`config.mk`:
```
export PLATFORM = sky130hd
export DESIGN_NAME = game_sequencer
export DESIGN_NICKNAME = d
export VERILOG_FILES = /design/src/rtl/game_sequencer_pkg.sv /design/src/rtl/game_sequencer_btn_edge.sv /design/src/rtl/game_sequencer.sv
export SDC_FILE = /design/constraint.sdc
export NUM_CORES = 1
export LEC_CHECK = 0
export ABC_CLOCK_PERIOD_IN_PS = 3400
export CORE_ASPECT_RATIO = 1.75
export CORE_MARGIN = 2
export CORE_UTILIZATION = 56
export CTS_CLUSTER_SIZE = 25
export DETAILED_ROUTE_END_ITERATION = 10
export PLACE_DENSITY_LB_ADDON = 0.12
export SYNTH_ARGS = -nofsm -noshare
export SYNTH_HDL_FRONTEND = slang
export SYNTH_SLANG_ARGS = --single-unit
```
`constraint.sdc`:
```
create_clock -name clk3 -period 3.4 [get_ports clk3]
set_clock_uncertainty 0.05 [all_clocks]
set_input_delay 0.34 -clock clk3 [delete_from_list [all_inputs] [get_ports clk3]]
set_output_delay 0.34 -clock clk3 [all_outputs]
set_load 0.005 [all_outputs]
```
`src/rtl/game_sequencer_pkg.sv`:
```
// rtl/game_sequencer_pkg.sv - shared state encodings and score defaults for the play-state controller
package game_sequencer_pkg;

   // Score counter length and frames-per-point used across the score datapath
   localparam int SCORE_LENGTH        = 10;
   localparam int SCORE_PERIOD_FRAMES = 2;

   typedef enum logic [2:0] {
      ST_IDLE   = 3'd0,
      ST_CNTDN  = 3'd1,
      ST_RUN    = 3'd2,
      ST_PAUSED = 3'd3,
      ST_OVER   = 3'd4
   } state_t;

   // Width of a counter that runs 0..n-1; never narrower than one bit
   function automatic int cnt_width(input int n);
      return (n > 1) ? $clog2(n) : 1;
   endfunction

endpackage

```
`src/rtl/game_sequencer_btn_edge.sv`:
```
// rtl/game_sequencer_btn_edge.sv - button register with rising-edge detect
module game_sequencer_btn_edge (
   input  logic clk,
   input  logic rst,
   input  logic i_btn,
   output logic o_rise
);

   logic r_cur;
   logic r_prev;

   // sample the button level and keep one cycle of history
   always_ff @(posedge clk or posedge rst) begin
      if (rst) begin
         r_cur  <= 1'b0;
         r_prev <= 1'b0;
      end else begin
         r_cur  <= i_btn;
         r_prev <= r_cur;
      end
   end

   assign o_rise = r_cur & ~r_prev;

endmodule

```
`src/rtl/game_sequencer.sv`:
```
// rtl/game_sequencer.sv - play-state FSM, score pacing, speed level and high score
module game_sequencer
   import game_sequencer_pkg::*;
#(
   parameter int SCORE_W      = SCORE_LENGTH,
   parameter int SCORE_PERIOD = SCORE_PERIOD_FRAMES,
   parameter int SPEED_STEP   = 100,
   parameter int MAX_LEVEL    = 7,
   parameter int COUNTDOWN    = 60
) (
   input  logic               clk3,
   input  logic               reset,
   input  logic               start_btn,
   input  logic               pause_btn,
   input  logic               collision,
   input  logic               frame_tick,
   input  logic [SCORE_W-1:0] score,
   output logic [2:0]         state,
   output logic               score_clr,
   output logic               score_en,
   output logic [2:0]         speed_lvl,
   output logic [SCORE_W-1:0] hi_score,
   output logic               new_record,
   output logic               game_over
);

   localparam int FRAME_W = cnt_width(SCORE_PERIOD);
   localparam int STEP_W  = cnt_width(SPEED_STEP);
   localparam int CD_W    = cnt_width(COUNTDOWN);

   localparam logic [FRAME_W-1:0] FRAME_LAST = FRAME_W'(SCORE_PERIOD - 1);
   localparam logic [STEP_W-1:0]  STEP_LAST  = STEP_W'(SPEED_STEP - 1);
   localparam logic [CD_W-1:0]    CD_LAST    = CD_W'(COUNTDOWN - 1);
   localparam logic [2:0]         LVL_MAX    = 3'(MAX_LEVEL);

   state_t               r_state;
   logic                 r_score_clr;
   logic                 r_score_en;
   logic [2:0]           r_speed_lvl;
   logic [SCORE_W-1:0]   r_hi_score;
   logic                 r_new_record;
   logic                 r_game_over;
   logic [FRAME_W-1:0]   r_frame_cnt;
   logic [STEP_W-1:0]    r_step_cnt;
   logic [CD_W-1:0]      r_cd_cnt;

   logic                 w_start_evt;
   logic                 w_pause_evt;
   logic                 w_score_sat;

   game_sequencer_btn_edge u_start_edge (
      .clk    (clk3),
      .rst    (reset),
      .i_btn  (start_btn),
      .o_rise (w_start_evt)
   );

   game_sequencer_btn_edge u_pause_edge (
      .clk    (clk3),
      .rst    (reset),
      .i_btn  (pause_btn),
      .o_rise (w_pause_evt)
   );

   // A full score counter must not be bumped past its maximum
   assign w_score_sat = &score;

   // play-state FSM with score pacing, speed stepping and high-score capture
   always_ff @(posedge clk3 or posedge reset) begin
      if (reset) begin
         r_state      <= ST_IDLE;
         r_score_clr  <= 1'b0;
         r_score_en   <= 1'b0;
         r_speed_lvl  <= 3'd0;
         r_hi_score   <= '0;
         r_new_record <= 1'b0;
         r_game_over  <= 1'b0;
         r_frame_cnt  <= '0;
         r_step_cnt   <= '0;
         r_cd_cnt     <= '0;
      end else begin
         r_score_clr <= 1'b0;
         r_score_en  <= 1'b0;
         case (r_state)
            ST_IDLE, ST_OVER: begin
               // pause is ignored here, so start always wins a same-cycle tie
               if (w_start_evt) begin
                  r_state      <= ST_CNTDN;
                  r_score_clr  <= 1'b1;
                  r_game_over  <= 1'b0;
                  r_speed_lvl  <= 3'd0;
                  r_step_cnt   <= '0;
                  r_frame_cnt  <= '0;
                  r_cd_cnt     <= '0;
                  r_new_record <= 1'b0;
               end
            end
            ST_CNTDN: begin
               if (frame_tick) begin
                  if (r_cd_cnt == CD_LAST) begin
                     r_cd_cnt <= '0;
                     r_state  <= ST_RUN;
                  end else begin
                     r_cd_cnt <= r_cd_cnt + CD_W'(1);
                  end
               end
            end
            ST_RUN: begin
               if (collision) begin
                  r_state     <= ST_OVER;
                  r_game_over <= 1'b1;
                  if (score > r_hi_score) begin
                     r_hi_score   <= score;
                     r_new_record <= 1'b1;
                  end
               end else if (w_pause_evt) begin
                  r_state <= ST_PAUSED;
               end else if (frame_tick) begin
                  if (r_frame_cnt == FRAME_LAST) begin
                     r_frame_cnt <= '0;
                     if (!w_score_sat) begin
                        r_score_en <= 1'b1;
                        if (r_step_cnt == STEP_LAST) begin
                           r_step_cnt <= '0;
                           if (r_speed_lvl != LVL_MAX) begin
                              r_speed_lvl <= r_speed_lvl + 3'd1;
                           end
                        end else begin
                           r_step_cnt <= r_step_cnt + STEP_W'(1);
                        end
                     end
                  end else begin
                     r_frame_cnt <= r_frame_cnt + FRAME_W'(1);
                  end
               end
            end
            ST_PAUSED: begin
               if (w_pause_evt) begin
                  r_state <= ST_RUN;
               end
            end
            default: begin
               r_state <= ST_IDLE;
            end
         endcase
      end
   end

   assign state      = r_state;
   assign score_clr  = r_score_clr;
   assign score_en   = r_score_en;
   assign speed_lvl  = r_speed_lvl;
   assign hi_score   = r_hi_score;
   assign new_record = r_new_record;
   assign game_over  = r_game_over;

endmodule

```
== Word-level counts from Yosys, hierarchy flattened ==
Cells that the tools add are included.

* Flip-flop bits (word level): 38
* Input port bits: 16

* Add/subtract/negate cells: 4
* Magnitude comparators: 1
* Eq/ne operators: 21
* Muxes and demuxes: 47
* Bitwise gates (word level): 4
* Reduce and logical (&&, ||, !) cells: 13

{| class="wikitable"
|+ Operators by type and width
! cell !! number
|-
| $mux 7 || 7
|-
| $mux 3 || 14
|-
| $ne 2x2->1 const B || 11
|-
| $mux 6 || 3
|-
| $mux 1 || 16
|-
| $pmux 7 s2 || 1
|-
| $pmux 3 s4 || 1
|-
| $pmux 6 s2 || 1
|-
| $gt 10x10->1 || 1
|-
| $reduce_and 10->1 || 1
|-
| $reduce_and 5->1 || 2
|-
| $reduce_and 3->1 || 3
|-
| $reduce_and 9->1 || 1
|-
| $add 7x1->7 const B || 1
|-
| $eq 7x7->1 const B || 1
|-
| $reduce_and 7->1 || 1
|-
| $add 6x1->6 const B || 1
|-
| $eq 3x2->1 const B || 2
|-
| $eq 6x6->1 const B || 1
|-
| $pmux 1 s2 || 3
|-
| $pmux 3 s2 || 1
|-
| $ne 2x1->1 const B || 2
|-
| $reduce_and 4->1 || 1
|-
| $reduce_bool 2->1 || 2
|-
| other kinds (10) || 12
|}

== Longest topological paths before layout ==
Gate-level depths: netlist (run 1).

* Depth in word-level cells: 9
* Depth in mapped cells: 8
* Gate-level depth less buffers: 7

== Cells and area by module ==
Synthesis (run 1) repeated with hierarchy kept, for this count alone.

* Cell total of the unflattened synthesis: 201
* Area total of the unflattened synthesis: 2102.0 µm²

{| class="wikitable"
|+ Modules (own cells, without submodules)
! module !! instances !! cells an instance !! area each (µm²)
|-
| game_sequencer || 1 || 193 || 1966.9
|-
| game_sequencer_btn_edge || 2 || 4 || 67.6
|}

== Worst setup path before layout (run 1) ==
OpenSTA, ideal clock, no wires.

* Path kind: reg-to-reg
* Start: register r_hi_score[9], in the netlist hi_score[9]
* End: register r_hi_score[0], in the netlist hi_score[0]
* Library setup time: 0.125 ns
* Data arrival time: 1.954 ns
* Required time: 3.225 ns
* Path slack: 1.272 ns
* Cell stages (with the launch flop): 9
* Path buffers: 1
* Period minus slack after synthesis: 2.128 ns
* Cell sequence: dfrtp_1 > inv_1 > ha_1 > a211o_1 > a31oi_1 > o221ai_1 > o2111ai_1 > buf_2 > mux2_2

* Cells in the longest elaborated chain, start to end: 2

{| class="wikitable"
|+ Ends and longest elaborated chain
! what !! line !! source
|-
| from (decl) || game_sequencer.sv:40 || <nowiki>logic [SCORE_W-1:0] r_hi_score;</nowiki>
|-
| from (signal assigned) || game_sequencer.sv:113 || <nowiki>r_hi_score <= score;</nowiki>
|-
| $gt 10x10->1 || game_sequencer.sv:112 || <nowiki>if (score > r_hi_score) begin</nowiki>
|-
| $reduce_and 3->1 (no line) || -- ||
|}

Every way passes these cells.
A chain may end at the register's enable or synchronous reset.

== Worst setup path in the final report (run 1) ==
* Start: input port score[9]
* End: register r_hi_score[0], in the netlist hi_score[0]

* Cells in the longest elaborated chain, start to end: 2

{| class="wikitable"
|+ Ends and longest elaborated chain
! what !! line !! source
|-
| from (decl) || game_sequencer.sv:17 || <nowiki>input logic [SCORE_W-1:0] score,</nowiki>
|-
| $gt 10x10->1 || game_sequencer.sv:112 ||
|-
| $reduce_and 3->1 (no line) || -- ||
|}

Every way passes these cells.

==> flow_summary_export.csv, run 1 <==
group,metric,value,unit
setup_path,crit_required,3.53,ns
logic_synthesis,netlist_instances,192,
power,p_int,739,uW
final_layout,final_nets,262,
clocking,cts_buffers,5,
drt,vias_per_cell,5.68,
setup_path,reg2reg_from,"hi_score[9]$_DFFE_PP0P_",
global_routing,grt_pass1_vias,1704,
clocking,cts_sinks,38,
global_routing,grt_max_degree,39,
drt,first_iter_violations,33,
clocking,cts_tree,"built",
sta,fmax,0.358,GHz
final_layout,num_antenna_cells,0,
power,power.density,411,nW/um^2
floorplanning,core_area,3400,um^2
placement,hpwl,3.49,mm
drt,ant_nets,0,
final_layout,fin_util,73.2,%
status,status,"completed",
logic_synthesis,yosys-top-cells-area,"dfrtp_1 (48%), ha_1 (8.8%), mux2_2 (6.2%)",
final_layout,fin_area,2490,um^2
logic_synthesis,yosys_most_used_dff,"dfrtp_1",
sta,finalMaxSlewViolations,0,
global_routing,grt_overflow,0,
placement,io_buffer_count,35,
global_routing,grtUsageMet1,23.5,%
logic_synthesis,post-synth-top-count-cell,"dfrtp_1",
logic_synthesis,synth_common_cells,"dfrtp_1 (38), inv_1 (16), ha_1 (14), nor2_1 (14)",
min_path,min-delay-start,"u_pause_edge.r_cur$_DFF_PP0_",
sta,maxSlewHeadroom,29.9,%
global_routing,grt_antenna_before_repair,0,
setup_path,reg2reg_slack,0.70,ns
power,power.switching,284,uW
setup_path,r2r_end,"hi_score[0]$_DFFE_PP0P_",
setup_path,crit_path_max_fanout,11,
placement,dpl_cell_area,2400,um^2
flow_run,drv_cap,0,
logic_synthesis,yosysWarnings,0,
logic_synthesis,synth.distinct_cells,39,
power,swShare,27.7,%
clocking,cts-resized-gates,0,
power,finalPower,1.02,mW
logic_synthesis,syn_avg_cell_area,10.4,um^2
drt,dr.pass1.iters,4,
logic_synthesis,synth_top_area_share,47.6,%
logic_synthesis,yosysTopAreaCell,"dfrtp_1",
clocking,post-cts-setup-buffers,0,
setup_path,worstSetupPathType,"in -> reg",
placement,gp_congestion,0.806,
setup_path,endpoint_kind,"register",
drt,drcViolationCount,0,
power,comb_power_share,15.6,%
clocking,clk_path_buf_depth,2,
drt,avgRoutedWirePerCell,16.2,um
sta,setup_violations,0,
global_routing,grt_busiest_layer,"met2",
clocking,worstSkewPairLatency,0.29,ns
setup_path,crit_arrival,2.92,ns
sta,rsz0062_at_grt,"no",
floorplanning,die_area,4080,um^2
floorplanning,die_height,83.0,um
power,seq_power_share,53.4,%
clocking,clk_pin_slew_worst_paths,0.07,ns
global_routing,grtUsageMet2,46.4,%
power,p_leak,1.10,nW
logic_synthesis,syn-num-nets,222,
floorplanning,die_x,49.2,um
floorplanning,start_util,58.8,%
setup_path,cp-start-kind,"input port",
floorplanning,row_count,28,
logic_synthesis,synth-edff-count,0,
global_routing,grt_usage,24.8,%
power,clock_power_share,30.9,%
sta,fin_crit_sh,82.1,%
logic_synthesis,async_flop_share,100,%
drt,wl,4.50,mm
sta,min_period,2.79,ns
min_path,hold_path_end,"u_pause_edge.r_prev$_DFF_PP0_",
min_path,hold_depth,0,
final_layout,drive_above_1_share,12.0,%
sta,worstMarginPinSlew,1.05,ns
power,ir_drop,338,uV
global_routing,use_met3,5.40,%
clocking,cts_root_buffer,"clkbuf_8",
global_routing,grt_first_pass_wirelength,7.63,mm
logic_synthesis,syn_area,2000,um^2
final_layout,area_delta_synth_final,24.5,%
logic_synthesis,synth-seq-cells,38,
sta,final.setup.tns,0,ns
logic_synthesis,seq_area_frac_synth,47.6,%
clocking,h-tree-depth,2,
clocking,hold_buffers,0,
drt,vias,1579,
min_path,hp-class,"reg -> reg",
setup_path,reg2regPathDepth,6,
floorplanning,ios,36,
sta,finalHoldViolCount,0,
## layout make-up
cell class | count | area [um^2]
Clock buffer | 7 | 86.3
Timing Repair Buffer | 36 | 358
Clock inverter | 1 | 5.00
Sequential cell | 38 | 951
Inverter | 16 | 60.1
Multi-Input combinational cell | 135 | 972
Tap cell | 45 | 56.3
Fill cell | 261 | 910
## critical path, cell delays in order
cell	delay (ns)
clkdlybuf4s50_1	0.45
ha_1	0.38
nand4_1	0.14
or2_2	0.32
o2111ai_1	0.86
mux2_2	0.42
## worst max path at each step
| stage | start | endpoint | slack [ns] | cells after the start |
|---|---|---|---|---|
| 2_1_floorplan | hi_score[9]$_DFFE_PP0P_ | hi_score[0]$_DFFE_PP0P_ | 1.27 | 8 |
| 3_3_place_gp | score[9] | hi_score[4]$_DFFE_PP0P_ | 0.41 | 6 |
| 3_5_place_dp | score[9] | hi_score[9]$_DFFE_PP0P_ | 0.28 | 6 |
| 4_1_cts | score[9] | hi_score[9]$_DFFE_PP0P_ | 0.59 | 6 |
| 5_1_grt | score[9] | hi_score[9]$_DFFE_PP0P_ | 0.44 | 6 |
| 6_report | score[9] | hi_score[0]$_DFFE_PP0P_ | 0.61 | 6 |
## cell usage in the layout (no fill, tap or decap), drive strengths merged, types with 10 or more instances in the layout
master / n
ha: 14
nand2: 11
dfrtp: 38
nor2: 14
mux2: 11
inv: 16
nand3: 10
clkdlybuf4s50: 35
o21ai: 11
## metal layers
metal	routed length, um	vias to the layer above	part of all wire [%]
li1	-	763	-
met1	1630	760	36
met2	2550	42	57
met3	168	14	3.7
met4	152	0	3.4
met5	0	-	0
## state kept, by name, summed over array words and instances, names as in the netlist
name	count
score_clr	1
u_start_edge.r_cur	1
new_record	1
speed_lvl	3
r_step_cnt	7
state	3
u_pause_edge.r_cur	1
score_en	1
u_pause_edge.r_prev	1
r_cd_cnt	6
game_over	1
r_frame_cnt	1
hi_score	10
u_start_edge.r_prev	1
## logic make-up after synthesis
group | count (synthesis) | synth area share, %
and+or+nand+nor | 71 | 20.4
DFF | 38 | 47.6
AOI/OAI and AO/OA | 35 | 11.5
buffers and inverters | 19 | 3.76
adders and majority gates | 14 | 8.77
muxes | 11 | 6.20
xor gates and xnor gates | 4 | 1.75
## stage by stage
| stage | hold slack (ns) | instances | setup WS [ns] |
|---|---|---|---|
| finish | 0.337 | 278 | 0.607 |
| global route | 0.356 | 278 | 0.439 |
| CTS | 0.338 | 278 | 0.591 |
| detailed placement | 0.319 | 270 | 0.279 |
| global placement | 0.315 | 270 | 0.408 |
| floorplan | 0.305 | 192 | 1.27 |
## power groups by stage
stage / registers, mW / clock network [mW] / logic, mW
floorplan: 0.539 / 0 / 0.102
global placement: 0.550 / 0 / 0.151
detailed placement: 0.554 / 0 / 0.161
CTS: 0.545 / 0.323 / 0.162
global route: 0.553 / 0.340 / 0.181
finish: 0.546 / 0.317 / 0.160
No activity file was read; power rests on OpenSTA's default activity.
==> inputs of run 2 (changes only) <==
--- a/config.mk
+++ b/config.mk
@@ -5,10 +5,10 @@
 export SDC_FILE = /design/constraint.sdc
 export NUM_CORES = 1
 export LEC_CHECK = 0
-export ABC_CLOCK_PERIOD_IN_PS = 3400
+export ABC_CLOCK_PERIOD_IN_PS = 2700
 export CORE_ASPECT_RATIO = 1.75
 export CORE_MARGIN = 2
-export CORE_UTILIZATION = 56
+export CORE_UTILIZATION = 52
 export CTS_CLUSTER_SIZE = 25
 export DETAILED_ROUTE_END_ITERATION = 10
 export PLACE_DENSITY_LB_ADDON = 0.12
==> constraint.sdc (replaced) <==
create_clock -name clk3 -period 2.7 [get_ports clk3]
set_clock_uncertainty 0.05 [all_clocks]
set_input_delay 0.27 -clock clk3 [delete_from_list [all_inputs] [get_ports clk3]]
set_output_delay 0.27 -clock clk3 [all_outputs]
set_load 0.005 [all_outputs]
==> run 2 against run 1 <==
Cell count increased by 1.4%. Clock power increased by 26%. First-iteration DRC count decreased by 36%. Wire length decreased by 6.5%. Non-clock buffer count increased by 3. Flip-flop and latch count unchanged. Register-to-register slack got worse by 0.25 ns. Global-route usage decreased by 2.6 points. Critical path type unchanged. Largest cell class unchanged. Highest routed layer unchanged.
==> flow_summary_export.csv, run 2 (synthesis results as in run 1) <==
group,metric,value,unit
final_layout,fillerInstances,292,
sta,finalMaxSlewViolations,0,
final_layout,layout_common_cells,"dfrtp_1 (38), clkdlybuf4s50_1 (35), inv_1 (16)",
drt,avgRoutedWirePerCell,14.9,um
floorplanning,die_x,50.9,um
final_layout,seq_area,951,um^2
global_routing,grt_antenna_before_repair,0,
clocking,h-tree-depth,2,
clocking,worstSkewPairLatency,0.29,ns
clocking,hold_buffers,0,
sta,setup_violations,0,
drt,dr.pass1.iters,4,
floorplanning,row_count,29,
setup_path,reg2reg_from,"hi_score[9]$_DFFE_PP0P_",
setup_path,reg2regPathDepth,8,
sta,finalHoldViolCount,0,
setup_path,crit_required,2.82,ns
final_layout,layout_commonest_cell,"dfrtp_1",
drt,wl_met2,2.33,mm
final_layout,drive_above_1_share,13.1,%
floorplanning,ios,36,
sta,worstMarginPinSlew,0.465,ns
setup_path,crit_arrival,2.43,ns
sta,final.setup.tns,0,ns
global_routing,grt_pass1_vias,1710,
global_routing,grt_usage,22.2,%
setup_path,reg2reg_slack,0.45,ns
clocking,clk_path_buf_depth,2,
floorplanning,start_util,54.5,%
global_routing,grt_max_degree,39,
power,ir_drop,528,uV
sta,holdWs,0.330,ns
floorplanning,die_height,86.0,um
drt,vias_per_cell,5.56,
drt,drt-met1-wl,1.65,mm
drt,vias,1569,
drt,ant_nets,0,
sta,fin_crit_sh,85.5,%
drt,drcViolationCount,0,
sta,fmax,0.433,GHz
sta,min_period,2.31,ns
placement,io_buffer_count,35,
status,status,"completed",
final_layout,multi_input_area,972,um^2
final_layout,area_delta_synth_final,25.7,%
clocking,cts_root_buffer,"clkbuf_8",
setup_path,cp-start-kind,"input port",
placement,gp_congestion,0.748,
clocking,post-cts-setup-buffers,0,
flow_run,drv_cap,0,
drt,wl,4.21,mm
clocking,cts_buffers,5,
power,power.density,511,nW/um^2
sta,rsz0062_at_grt,"no",
setup_path,cp-startpoint,"score[9]",
placement,hpwl,3.31,mm
global_routing,grt_overflow,0,
sta,maxSlewHeadroom,69.0,%
final_layout,largest_reg_flops,10,
clocking,clk_pin_slew_worst_paths,0.07,ns
floorplanning,core_area,3660,um^2
setup_path,crit_path_max_fanout,6,
drt,dr_wl_met3,128,um
final_layout,final_nets,265,
setup_path,endpoint_kind,"register",
global_routing,grt_first_pass_wirelength,7.38,mm
power,finalPower,1.28,mW
setup_path,worstSetupPathType,"in -> reg",
clocking,cts-resized-gates,0,
drt,first_iter_violations,21,
power,p_leak,1.12,nW
floorplanning,die_area,4370,um^2
min_path,hp-class,"reg -> reg",
clocking,cts_sinks,38,
setup_path,r2r_end,"hi_score[5]$_DFFE_PP0P_",
final_layout,num_antenna_cells,0,
drt,dr.max_layer_used,"met4",
clocking,cts_tree,"built",
setup_path,crit_end,"hi_score[5]$_DFFE_PP0P_",
run 2: changes by cell type in the layout (fill, tap and decap cells not counted), sizes merged:
cell / before / now
buf: 1 / 4
run 2: how the worst min path moves through the flow:
stage,startpoint,end,cells after the start
after CTS,u_pause_edge.r_cur$_DFF_PP0_,u_pause_edge.r_prev$_DFF_PP0_,0
after detailed placement,u_pause_edge.r_cur$_DFF_PP0_,u_pause_edge.r_prev$_DFF_PP0_,0
after global routing,u_pause_edge.r_cur$_DFF_PP0_,u_pause_edge.r_prev$_DFF_PP0_,0
after global placement,u_pause_edge.r_cur$_DFF_PP0_,u_pause_edge.r_prev$_DFF_PP0_,0
after floorplan,pause_btn,u_pause_edge.r_cur$_DFF_PP0_,0
final,u_pause_edge.r_cur$_DFF_PP0_,u_pause_edge.r_prev$_DFF_PP0_,0
run 2: per-layer routing:
layer	track usage (%)	vias up
met5	0	-
met4	9.34	0
met3	4.53	10
met2	41.1	35
met1	23.6	753
li1	-	771
run 2: stage by stage:
stage	utilization (%)	cells	cell area (um^2)	worst slack, ns
finish	68.6	282	2510	0.391
global route	68.6	282	2510	0.300
detailed placement	66.1	274	2420	0.125
global placement	66.1	274	2420	0.251
CTS	68.6	282	2510	0.422
floorplan	-	192	2000	0.572
run 2: power breakdown:
group	leakage, nW	internal [mW]	switching, mW	total, mW
Sequential	0.506	0.625	0.0611	0.686
Clock	0.0482	0.206	0.194	0.400
Combinational	0.561	0.0996	0.0987	0.198
Total	1.12	0.931	0.354	1.28
run 2: layout make-up:
cell class,instances,area share (%)
clock buffer,7,3.44
multi-input combinational,135,38.7
timing repair buffer,39,15.1
tap,46,2.29
inverter,16,2.39
clock inverter,1,0.199
sequential,38,37.8
run 2: critical path, cell delays in order:
cell and delay, ns:
clkdlybuf4s50_1 0.45, ha_1 0.38, a211o_1 0.32, a31oi_1 0.19
o221ai_1 0.14, o2111ai_1 0.15, buf_4 0.19, mux2_2 0.34
==> inputs of run 3 (changes only) <==
--- a/config.mk
+++ b/config.mk
@@ -5,10 +5,11 @@
 export SDC_FILE = /design/constraint.sdc
 export NUM_CORES = 1
 export LEC_CHECK = 0
+export ABC_AREA = 1
 export ABC_CLOCK_PERIOD_IN_PS = 2700
 export CORE_ASPECT_RATIO = 1.75
 export CORE_MARGIN = 2
-export CORE_UTILIZATION = 52
+export CORE_UTILIZATION = 54
 export CTS_CLUSTER_SIZE = 25
 export DETAILED_ROUTE_END_ITERATION = 10
 export PLACE_DENSITY_LB_ADDON = 0.12
==> run 3 against run 2 <==
Via count rose by 26%. Power rose by 82%. Clock power barely moved. Register-to-register slack improved by 0.51 ns. Combinational power rose to 5.6 times the previous value. Worst hold slack got worse by 0.0017 ns. Critical endpoint is now hi_score[7]$_DFFE_PP0P_. Synthesized area rose by 15%. Critical path depth rose by 1. Largest cell class unchanged.
==> flow_summary_export.csv, run 3 <==
group,metric,value,unit
status,status,"completed",
power,comb_power_share,46.9,%
placement,gp_congestion,0.827,
logic_synthesis,yosysWarnings,0,
logic_synthesis,synth_top_family_by_area,"simple AND/OR/NAND/NOR gates",
drt,first_iter_violations,54,
sta,holdWs,0.328,ns
logic_synthesis,yosysTopAreaCell,"dfrtp_1",
setup_path,cp-start-kind,"input port",
drt,dr.pass1.iters,4,
placement,io_buffer_count,35,
setup_path,cp_slowest_cell,"clkdlybuf4s50_1",
setup_path,critPathMaxStageDelay,0.45,ns
logic_synthesis,syn_area,2290,um^2
floorplanning,die_x,53.2,um
final_layout,multi_input_area,1130,um^2
floorplanning,ios,36,
final_layout,num_antenna_cells,0,
logic_synthesis,synth-edff-count,0,
power,swShare,40.0,%
clocking,h-tree-depth,2,
placement,dp.cells,370,
final_layout,layout_commonest_cell,"nand2_1",
logic_synthesis,synthAdderAreaFrac,7.65,%
drt,wl,4.65,mm
logic_synthesis,synth_top_area_share,41.6,%
global_routing,grt_first_pass_wirelength,8.16,mm
global_routing,grt_antenna_before_repair,0,
global_routing,grtUsageMet1,26.8,%
power,p_leak,1.37,nW
final_layout,finalNonFillerCells,378,
setup_path,crit_path_max_fanout,10,
clocking,cts_buffers,5,
final_layout,layout_common_cells,"nand2_1 (80), dfrtp_1 (38), inv_1 (37)",
setup_path,reg2reg_slack,0.96,ns
clocking,clk_pin_slew_worst_paths,0.07,ns
clocking,clk_path_buf_depth,2,
clocking,hold_buffers,0,
global_routing,grt_overflow,0,
setup_path,worstSetupPathType,"in -> reg",
logic_synthesis,synth_compound_area_share,6.56,%
power,ir_drop,621,uV
floorplanning,row_count,31,
final_layout,drive_above_1_share,13.1,%
clocking,cts-resized-gates,0,
sta,min_period,1.78,ns
logic_synthesis,syn-num-nets,317,
flow_run,drv_cap,0,
logic_synthesis,synth.area.mux_share,0,%
final_layout,seq_area,951,um^2
clocking,worstSkewPairLatency,0.28,ns
drt,vias,1977,
power,clock_power_share,17.2,%
logic_synthesis,yosys.area_share.simple,33.3,%
sta,finalHoldViolCount,0,
sta,setup_violations,0,
setup_path,endpoint_kind,"register",
logic_synthesis,syn_avg_cell_area,7.97,um^2
global_routing,grtUsageMet2,38.4,%
final_layout,final_nets,358,
setup_path,crit_arrival,1.91,ns
sta,finalMaxSlewViolations,0,
logic_synthesis,yosys-top-cells-area,"dfrtp_1 (42%), nand2_1 (13%), ha_1 (7.7%)",
drt,vias_per_cell,5.23,
final_layout,largest_reg_flops,10,
clocking,cts_root_buffer,"clkbuf_8",
sta,worstMarginPinSlew,0.486,ns
floorplanning,core_area,4110,um^2
min_path,hp-class,"reg -> reg",
power,p_int,1.40,mW
logic_synthesis,synth_common_cells,"nand2_1 (80), dfrtp_1 (38), inv_1 (37), nand3_1 (22), nor2_1 (18)",
drt,avgRoutedWirePerCell,12.3,um
global_routing,grt_busiest_layer,"met2",
global_routing,grt_pass1_vias,1906,
final_layout,fin_util,67.6,%
clocking,cts_tree,"built",
sta,fmax,0.561,GHz
drt,ant_nets,0,
floorplanning,start_util,55.7,%
global_routing,grt_max_degree,39,
logic_synthesis,yosys_most_used_dff,"dfrtp_1",
logic_synthesis,synth-seq-cells,38,
sta,worst_slack,0.918,ns
clocking,post-cts-setup-buffers,0,
sta,fin_crit_sh,66.0,%
final_layout,area_delta_synth_final,21.5,%
setup_path,path_cells,"clkdlybuf4s50_1 > ha_1 > nand2_1 > nor2_1 > nand3_1 > nand3_1 > nand3_2 > nand2_1 > nand2_1",
sta,maxSlewHeadroom,67.6,%
sta,final.setup.tns,0,ns
logic_synthesis,async_flop_share,100,%
floorplanning,die_height,90.1,um
power,power.switching,933,uW
sta,rsz0062_at_grt,"no",
global_routing,grt_usage,22.1,%
logic_synthesis,synth.distinct_cells,32,
logic_synthesis,post-synth-top-count-cell,"nand2_1",
final_layout,fillerInstances,382,
global_routing,use_met3,3.32,%
setup_path,crit_required,2.82,ns
placement,place_ws,0.605,ns
power,seq_power_share,35.8,%
setup_path,crit_top_cell,"nand2_1",
placement,hpwl,3.52,mm
clocking,cts_sinks,38,
logic_synthesis,synth_xor_area_share,1.91,%
logic_synthesis,netlist_instances,287,
drt,drcViolationCount,0,
power,power.density,839,nW/um^2
floorplanning,die_area,4800,um^2
logic_synthesis,seq_area_frac_synth,41.6,%
-- run 3: cell count changes after synthesis, sizes merged, moves of 3 or more --
cell,delta
or2,-3
o21ai,+5
nand2b,-5
o31ai,-4
nand4,+9
mux2,-11
nor2b,-3
nand3,+15
inv,+25
nor2,+8
nand2,+80
-- run 3: worst paths after layout --
kind	startpoint	to	depth (start not counted)
min	u_start_edge.r_cur$_DFF_PP0_	u_start_edge.r_prev$_DFF_PP0_	0
min in group asynchronous	reset	hi_score[9]$_DFFE_PP0P_	3
max	score[9]	hi_score[7]$_DFFE_PP0P_	9
min reg2reg	u_start_edge.r_cur$_DFF_PP0_	u_start_edge.r_prev$_DFF_PP0_	0
max reg2reg	hi_score[9]$_DFFE_PP0P_	hi_score[7]$_DFFE_PP0P_	9
max in group asynchronous	reset	score_en$_DFF_PP0_	3
-- run 3: logic make-up after synthesis --
logic type	after synthesis
buffers and inverters	47
AOI/OAI and AO/OA	24
DFF	38
adders and majority gates	14
xor gates and xnor gates	5
and+or+nand+nor	159
-- run 3: metrics by stage --
step           total power [mW]  area (um^2)
2_1_floorplan              1.57         2290
3_3_place_gp               1.93         2690
3_5_place_dp               1.95         2690
4_1_cts                    2.36         2780
5_1_grt                    2.54         2780
6_report                   2.33         2780
-- run 3: area by class of cell --
class / instances / area share (%)
multi-input combinational: 202 / 40.7
sequential: 38 / 34.2
timing repair buffer: 39 / 13.7
inverter: 42 / 5.81
clock buffer: 6 / 2.97
tap: 49 / 2.21
clock inverter: 2 / 0.450
-- run 3: critical path, delay by kind of cell --
kind | cells | cell delay [ns]
simple gates | 7 | 0.88
buf+inv | 1 | 0.45
fa+ha+maj | 1 | 0.31
-- run 3: power groups by stage --
| stage | Combinational, mW | Clock (mW) | Sequential [mW] |
|---|---|---|---|
| after floorplan | 0.741 | 0 | 0.833 |
| after global placement | 1.09 | 0 | 0.844 |
| after detailed placement | 1.11 | 0 | 0.848 |
| after CTS | 1.11 | 0.416 | 0.837 |
| after global routing | 1.25 | 0.440 | 0.855 |
| final | 1.10 | 0.402 | 0.836 |
-- run 3: metal layers --
metal  wire length (um)  share of wire [%]  vias to the layer above
met2               2480                 53                       38
met3                129                2.8                        7
met4                 71                1.5                        0
met1               1970                 42                      922
li1                   -                  -                     1010
met5                  0                  0                        -
